$ cat config.mk
export PLATFORM = sky130hd
export DESIGN_NAME = sd_scan_ctrl
export DESIGN_NICKNAME = d
export VERILOG_FILES = /design/src/rtl/sd_scan_ctrl.sv
export SDC_FILE = /design/constraint.sdc
export NUM_CORES = 1
export LEC_CHECK = 0
export ABC_CLOCK_PERIOD_IN_PS = 2800
export CELL_PAD_IN_SITES_DETAIL_PLACEMENT = 1
export CELL_PAD_IN_SITES_GLOBAL_PLACEMENT = 1
export CORE_UTILIZATION = 38
export DETAILED_ROUTE_END_ITERATION = 12
export PLACE_DENSITY_LB_ADDON = 0.1
export SYNTH_ARGS = -nofsm -noshare
export SYNTH_HDL_FRONTEND = slang
export SYNTH_SLANG_ARGS = --single-unit
$ cat constraint.sdc
create_clock -name clk -period 2.8 [get_ports clk]
set_clock_uncertainty 0.2 [all_clocks]
set_input_delay 0.42 -clock clk [delete_from_list [all_inputs] [get_ports clk]]
set_output_delay 0.42 -clock clk [all_outputs]
set_load 0.01 [all_outputs]
$ cat src/rtl/sd_scan_ctrl.sv
// Word-level scheduler around an overlapping serial pattern detector: words in, per-word match
// counts out, with history carried across word boundaries until a stream's last word.
module sd_scan_ctrl #(
  parameter int unsigned           WORD_W   = 8,
  parameter int unsigned           PAT_W    = 4,
  parameter logic [PAT_W-1:0]      PAT_INIT = 4'b1010,
  parameter int unsigned           CNT_W    = $clog2(WORD_W + 1)
) (
  input  logic              clk,
  input  logic              rst,
  input  logic              cfg_load,
  input  logic [PAT_W-1:0]  cfg_pattern,
  input  logic              in_valid,
  output logic              in_ready,
  input  logic [WORD_W-1:0] in_data,
  input  logic              in_last,
  output logic              out_valid,
  input  logic              out_ready,
  output logic [CNT_W-1:0]  out_count,
  output logic [15:0]       total_hits
);

  localparam int unsigned FW = $clog2(PAT_W + 1);
  localparam int unsigned IW = (WORD_W > 1) ? $clog2(WORD_W) : 1;
  localparam logic [FW-1:0] FillMax = FW'(PAT_W);
  localparam logic [IW-1:0] IdxLast = IW'(WORD_W - 1);

  typedef enum logic [1:0] {StIdle, StShift, StReport} state_e;

  state_e            state_q;
  logic [WORD_W-1:0] shreg_q;
  logic              last_q;
  logic [IW-1:0]     idx_q;
  logic [CNT_W-1:0]  cnt_q;
  logic [PAT_W-1:0]  pat_q;
  logic [PAT_W-1:0]  hist_q;
  logic [FW-1:0]     fill_q;
  logic [15:0]       total_q;
  logic              in_ready_q;
  logic              out_valid_q;

  logic [PAT_W-1:0]  hist_d;
  logic [FW-1:0]     fill_d;
  logic              hit;

  // Next history/fill for the bit being shifted this cycle; a match needs a full window.
  always_comb begin
    hist_d = {hist_q[PAT_W-2:0], shreg_q[WORD_W-1]};
    fill_d = (fill_q == FillMax) ? fill_q : fill_q + FW'(1);
    hit    = (hist_d == pat_q) && (fill_d == FillMax);
  end

  always_ff @(posedge clk) begin
    if (rst) begin
      state_q     <= StIdle;
      shreg_q     <= '0;
      last_q      <= 1'b0;
      idx_q       <= '0;
      cnt_q       <= '0;
      pat_q       <= PAT_INIT;
      hist_q      <= '0;
      fill_q      <= '0;
      total_q     <= '0;
      in_ready_q  <= 1'b1;
      out_valid_q <= 1'b0;
    end else begin
      unique case (state_q)
        StIdle: begin
          if (in_valid) begin
            shreg_q    <= in_data;
            last_q     <= in_last;
            idx_q      <= '0;
            cnt_q      <= '0;
            in_ready_q <= 1'b0;
            state_q    <= StShift;
          end else if (cfg_load) begin
            pat_q  <= cfg_pattern;
            hist_q <= '0;
            fill_q <= '0;
          end
        end
        StShift: begin
          shreg_q <= shreg_q << 1;
          hist_q  <= hist_d;
          fill_q  <= fill_d;
          if (hit) begin
            cnt_q <= cnt_q + CNT_W'(1);
            if (total_q != 16'hFFFF) total_q <= total_q + 16'd1;
          end
          if (idx_q == IdxLast) begin
            out_valid_q <= 1'b1;
            state_q     <= StReport;
          end else begin
            idx_q <= idx_q + IW'(1);
          end
        end
        StReport: begin
          if (out_ready) begin
            out_valid_q <= 1'b0;
            in_ready_q  <= 1'b1;
            state_q     <= StIdle;
            if (last_q) begin
              hist_q <= '0;
              fill_q <= '0;
            end
          end
        end
        default: state_q <= StIdle;
      endcase
    end
  end

  assign in_ready   = in_ready_q;
  assign out_valid  = out_valid_q;
  assign out_count  = cnt_q;
  assign total_hits = total_q;

endmodule

After elaboration in Yosys (flattened, before gate mapping)
Index checks and enable logic that the tools add are counted.
{ "totals": {"ff_bits": 46, "input_bits": 18, "output_inout_bits": 22, "wordCells": 76} }
{ "classes": {"n_addsub": 4, "n_eq_ne": 15, "muxes": 29, "n_bitwise": 1, "reduce_logical": 16} }
{ "op_table": {"columns": ["operator", "n"], "rows": [
  ["$mux W3", 11],
  ["$reduce_and A3 Y1", 7],
  ["$pmux W3 S3", 2],
  ["$add A16 B1 Y16 const B", 1],
  ["$ne A16 B16 Y1 const B", 1],
  ["$ne A2 B2 Y1 const B", 8],
  ["$pmux W8 S2", 1],
  ["$eq A3 B3 Y1 const B", 3],
  ["$mux W4", 2],
  ["$mux W8", 1],
  ["$pmux W4 S2", 1],
  ["$add A3 B1 Y3 const B", 2],
  ["$mux W2", 3],
  ["$pmux W2 S3", 1],
  ["$pmux W3 S2", 1],
  ["$reduce_bool A2 Y1", 3],
  ["$reduce_and A5 Y1", 1],
  ["$add A4 B1 Y4 const B", 1],
  ["$eq A4 B4 Y1", 1],
  ["$mux W1", 4],
  ["$pmux W1 S2", 2],
  ["$reduce_and A2 Y1", 2],
  ["$reduce_bool A3 Y1", 1],
  ["$eq A2 B1 Y1 const B", 1],
  ["other kinds (4)", 4]
]} }

Logic depth before layout (Yosys ltp)
{ "depth": {"ltp_word": 6, "mapped_depth": 9, "mapped_depth_nobuf": 7} }

Worst setup path before layout
Ideal clock, no wire load.
{ "synth_path": {"path_kind": "reg-to-reg", "start": "register fill_q[0]", "end": "register total_q[13], in the netlist total_hits[13]", "setup_ns": 0.071, "arrival_ns": 2.198, "path_slack_ns": 0.331, "stages_incl_launch_ff": 9, "path_buffers": 1, "period_less_slack_ns": 2.469, "cell_sequence": "dfxtp_1 inv_1 ha_1 nor3b_2 o2111ai_2 or3_4 buf_6 or4_1 a21oi_1"} }
{ "synth_between": {"elab_chain_cells": 5, "word_cells_on_any_way": 6} }
{ "synth_lines": {"columns": ["item", "line_no", "text"], "rows": [
  ["start: declaration", "37", "logic [FW-1:0] fill_q;"],
  ["start signal: assignment", "85", "fill_q <= fill_d;"],
  ["$add A3 B1 Y3 / $eq A3 B3 Y1 (equally long branches)", "49", "fill_d = (fill_q == FillMax) ? fill_q : fill_q + FW'(1);"],
  ["$mux W3 *", "49", null],
  ["$eq A3 B3 Y1 *", "50", "hit = (hist_d == pat_q) && (fill_d == FillMax);"],
  ["$logic_and A1 B1 Y1 *", "50", null],
  ["$reduce_and A3 Y1 (no line) *", null, null],
  ["end signal: assignment", "88", "if (total_q != 16'hFFFF) total_q <= total_q + 16'd1;"],
  ["end: declaration", "38", "logic [15:0] total_q;"]
]} }
Every way passes the cells marked *; elsewhere a longest branch is shown, timed or not.
A chain may end at the register's enable or synchronous reset.

Worst setup path in the final report
{ "layout_path": {"start": "register fill_q[0]", "end": "register total_q[5], in the netlist total_hits[5]"} }
The elaborated chain is that of the path after synthesis.

==> results.py <==
metrics = {
    "floorplanning": {
        "die_y_um": 78.39,
        "row_count": 27,
        "start_util_pct": 39.78,
        "chipWidth_um": 78.39,
        "coreArea_um2": 5574,
        "num_io_pins": 40,
        "fp.dieArea_um2": 6144,
    },
    "synth": {
        "syn-instance-count": 266,
        "syn_nets": 290,
        "syn_area_per_cell_um2": 8.335,
        "yosysUniqueCellTypes": 40,
        "yosysWarnings": 0,
        "synth-seq-area-share_pct": 41.53,
        "syn_area_um2": 2217,
        "ys_ff_latch": 46,
    },
    "clocking": {
        "cts-htree-levels": 2,
        "ctsResizeCount": 0,
        "clock-sinks": 46,
        "clk_pin_slew_worst_paths_ns": 0.08,
        "clockBufferDepth": 2,
        "clockRootBuffer": "clkbuf_8",
        "numCtsBuffers": 5,
        "hold_buffers": 0,
        "worstSkewPairLatency_ns": 0.30,
        "cts_tree": "built",
    },
    "final_layout": {
        "syn2layout_area_growth_pct": 24.55,
        "final_nets": 327,
        "nFillCells": 659,
        "utilization_pct": 49.54,
        "drive_gt1_share_pct": 7.285,
        "antenna_cells": 0,
    },
    "global_route": {
        "grt_use_total_pct": 18.52,
        "antenna_found_initial": 0,
        "grt_remaining_overflow": 0,
        "grt_max_degree": 30,
        "grt_first_pass_wirelength_um": 9059,
        "grt_pass1_vias": 1997,
    },
    "timing": {
        "hold_viol": 0,
        "period_share_pct": 94.05,
        "rsz0062_at_grt": "false",
        "max-slew-margin-rel_pct": 56.11,
        "clock.fmax_mhz": 379.7,
        "setup_slack_ns": 0.1665,
        "finalCriticalPeriod_ns": 2.633,
        "holdWs_ns": 0.2674,
        "worst_pin_slew_ns": 0.6570,
        "fin_setup_tns_ns": 0,
        "maxSlewViolCount": 0,
        "finalSetupViolations": 0,
    },
    "place": {
        "dpl_worst_slack_ns": 0.1266,
        "portBuffers": 39,
        "gp_congestion": 0.6997,
        "dp_hpwl_um": 3908,
    },
    "run": {
        "maxCapViolations": 0,
    },
    "drt": {
        "remaining_drc_errors": 0,
        "wire_per_inst_um": 14.47,
        "ant_nets": 0,
        "dr.pass1.iters": 5,
        "vias": 2062,
        "viasPerCell": 5.513,
        "routed_wl_um": 5411,
        "first_iter_violations": 78,
    },
    "power_and_ir_drop": {
        "p_leak_nw": 0.9344,
        "powerDensity_nw_per_um2": 445.1,
        "vdd_drop_max_mv": 0.2496,
    },
    "critical_path": {
        "worst_setup_path_start_kind": "flip-flop",
        "critPathRequiredTime_ns": 2.82,
        "cp-end-kind": "flip-flop",
        "crit_type": "reg -> reg",
        "cp.arrival_ns": 2.66,
        "crit_fanout": 29,
        "reg2reg_slack_ns": 0.17,
    },
    "status": {
        "status": "finished, final reports clean",
    },
    "min_path": {
        "hold_path.class": "reg -> reg",
    },
}
## cell type report
cell class	instances	area (um^2)	area share [%]
clock buffers	6	82.58	2.990
inverters	6	22.52	0.8156
multi-input cells	197	1195	43.27
flip-flops and latches	46	920.9	33.35
well taps	72	90.09	3.262
repair buffers	47	450.4	16.31
## layer usage
layer  track usage, %  vias up  routed length, um
li1                 -     1037                  -
met1            21.08      993               2531
met3            3.837        4                136
met2            34.91       28               2710
met4            4.444        0                 33
met5                0        -                  0
## where the power goes
group / internal [mW] / switching [mW] / total (mW)
clock network: 0.191 / 0.211 / 0.402
logic: 0.0647 / 0.0729 / 0.138
registers: 0.675 / 0.0147 / 0.690
## cell families after synthesis
logic type                 synth area share [%]
and+or+nand+nor                           27.26
xor gates and xnor gates                  2.709
AOI/OAI and AO/OA                         18.17
DFF                                       41.53
adders and majority gates                 3.386
muxes                                     2.370
buffers and inverters                     4.571
## timing repair
action,4_1_cts,5_1_grt
endpoints found under the hold margin,0,0
setup endpoints to repair,0,1
setup buffers,0,0
## cells in the final DEF (no fill, tap or decap), drive strengths merged, types with 7 or more instances in the layout
cell | Yosys | routed
buf | 3 | 8
or4 | 12 | 12
a21oi | 26 | 26
nand3 | 14 | 14
a311oi | 7 | 7
dfxtp | 46 | 46
o31ai | 10 | 10
clkdlybuf4s50 | 0 | 39
nor2 | 34 | 34
nand2 | 29 | 29
## final timing paths
check,startpoint,to,cells after the start
hold reg to reg,last_q,last_q,2
hold / removal,last_q,last_q,2
setup / recovery,fill_q[0],total_hits[5],7
setup reg to reg,fill_q[0],total_hits[5],7
## through the flow
step / area (um^2) / total power [mW] / std cells
4_1_cts: 2761 / 1.253 / 374
5_1_grt: 2761 / 1.295 / 374
3_3_place_gp: 2679 / 0.8399 / 368
3_5_place_dp: 2679 / 0.8453 / 368
2_1_floorplan: 2217 / 0.7872 / 266
6_report: 2761 / 1.229 / 374
## critical path: stages, from the launching register on
cell and delay (ns):
dfxtp_1 0.35, inv_1 0.08, ha_1 0.32, nor3b_2 0.20
o2111ai_2 0.19, or3_4 0.50, or4_1 0.54, a21oi_1 0.16
## registers in the layout, indices dropped and copies added (netlist names)
| register | flops |
|---|---|
| last_q | 1 |
| out_count | 4 |
| total_hits | 16 |
| shreg_q | 8 |
| in_ready | 1 |
| out_valid | 1 |
| pat_q | 4 |
| idx_q | 3 |
| fill_q | 3 |
| hist_q | 3 |
| state_q | 2 |
## Yosys cell counts
cell / n / share of area [%]
mux2_1: 1 / 0.51
a31oi_1: 1 / 0.28
or3_4: 1 / 0.51
a31o_2: 1 / 0.40
o41ai_1: 1 / 0.40
o31ai_1: 10 / 3.4
o22a_1: 1 / 0.40
buf_6: 2 / 1.0
and3_1: 2 / 0.56
o21bai_1: 1 / 0.34
a32oi_1: 1 / 0.40
a211o_1: 2 / 0.79
mux2_2: 1 / 0.51
nor2_1: 34 / 5.8
or4_1: 12 / 4.1
xnor2_2: 1 / 0.73
xnor2_1: 5 / 2.0
or2_2: 1 / 0.28
nand2b_1: 4 / 1.1
nand2_1: 29 / 4.9
inv_1: 6 / 1.0
nand4_1: 5 / 1.4
o21ai_0: 2 / 0.45
a22oi_1: 6 / 2.0
nand3_1: 14 / 3.2
nor2b_1: 6 / 1.7
clkbuf_1: 14 / 2.4
nor4_1: 3 / 0.85
mux2i_1: 3 / 1.4
a311oi_1: 7 / 2.8
or3_1: 2 / 0.56
nand3b_1: 1 / 0.34
nor3b_2: 1 / 0.56
a21oi_1: 26 / 5.9
buf_1: 1 / 0.17
ha_1: 6 / 3.4
nor4_2: 1 / 0.56
dfxtp_1: 46 / 42
nor3_1: 4 / 0.90
o2111ai_2: 1 / 0.68
(Power assumes the default switching activity.)
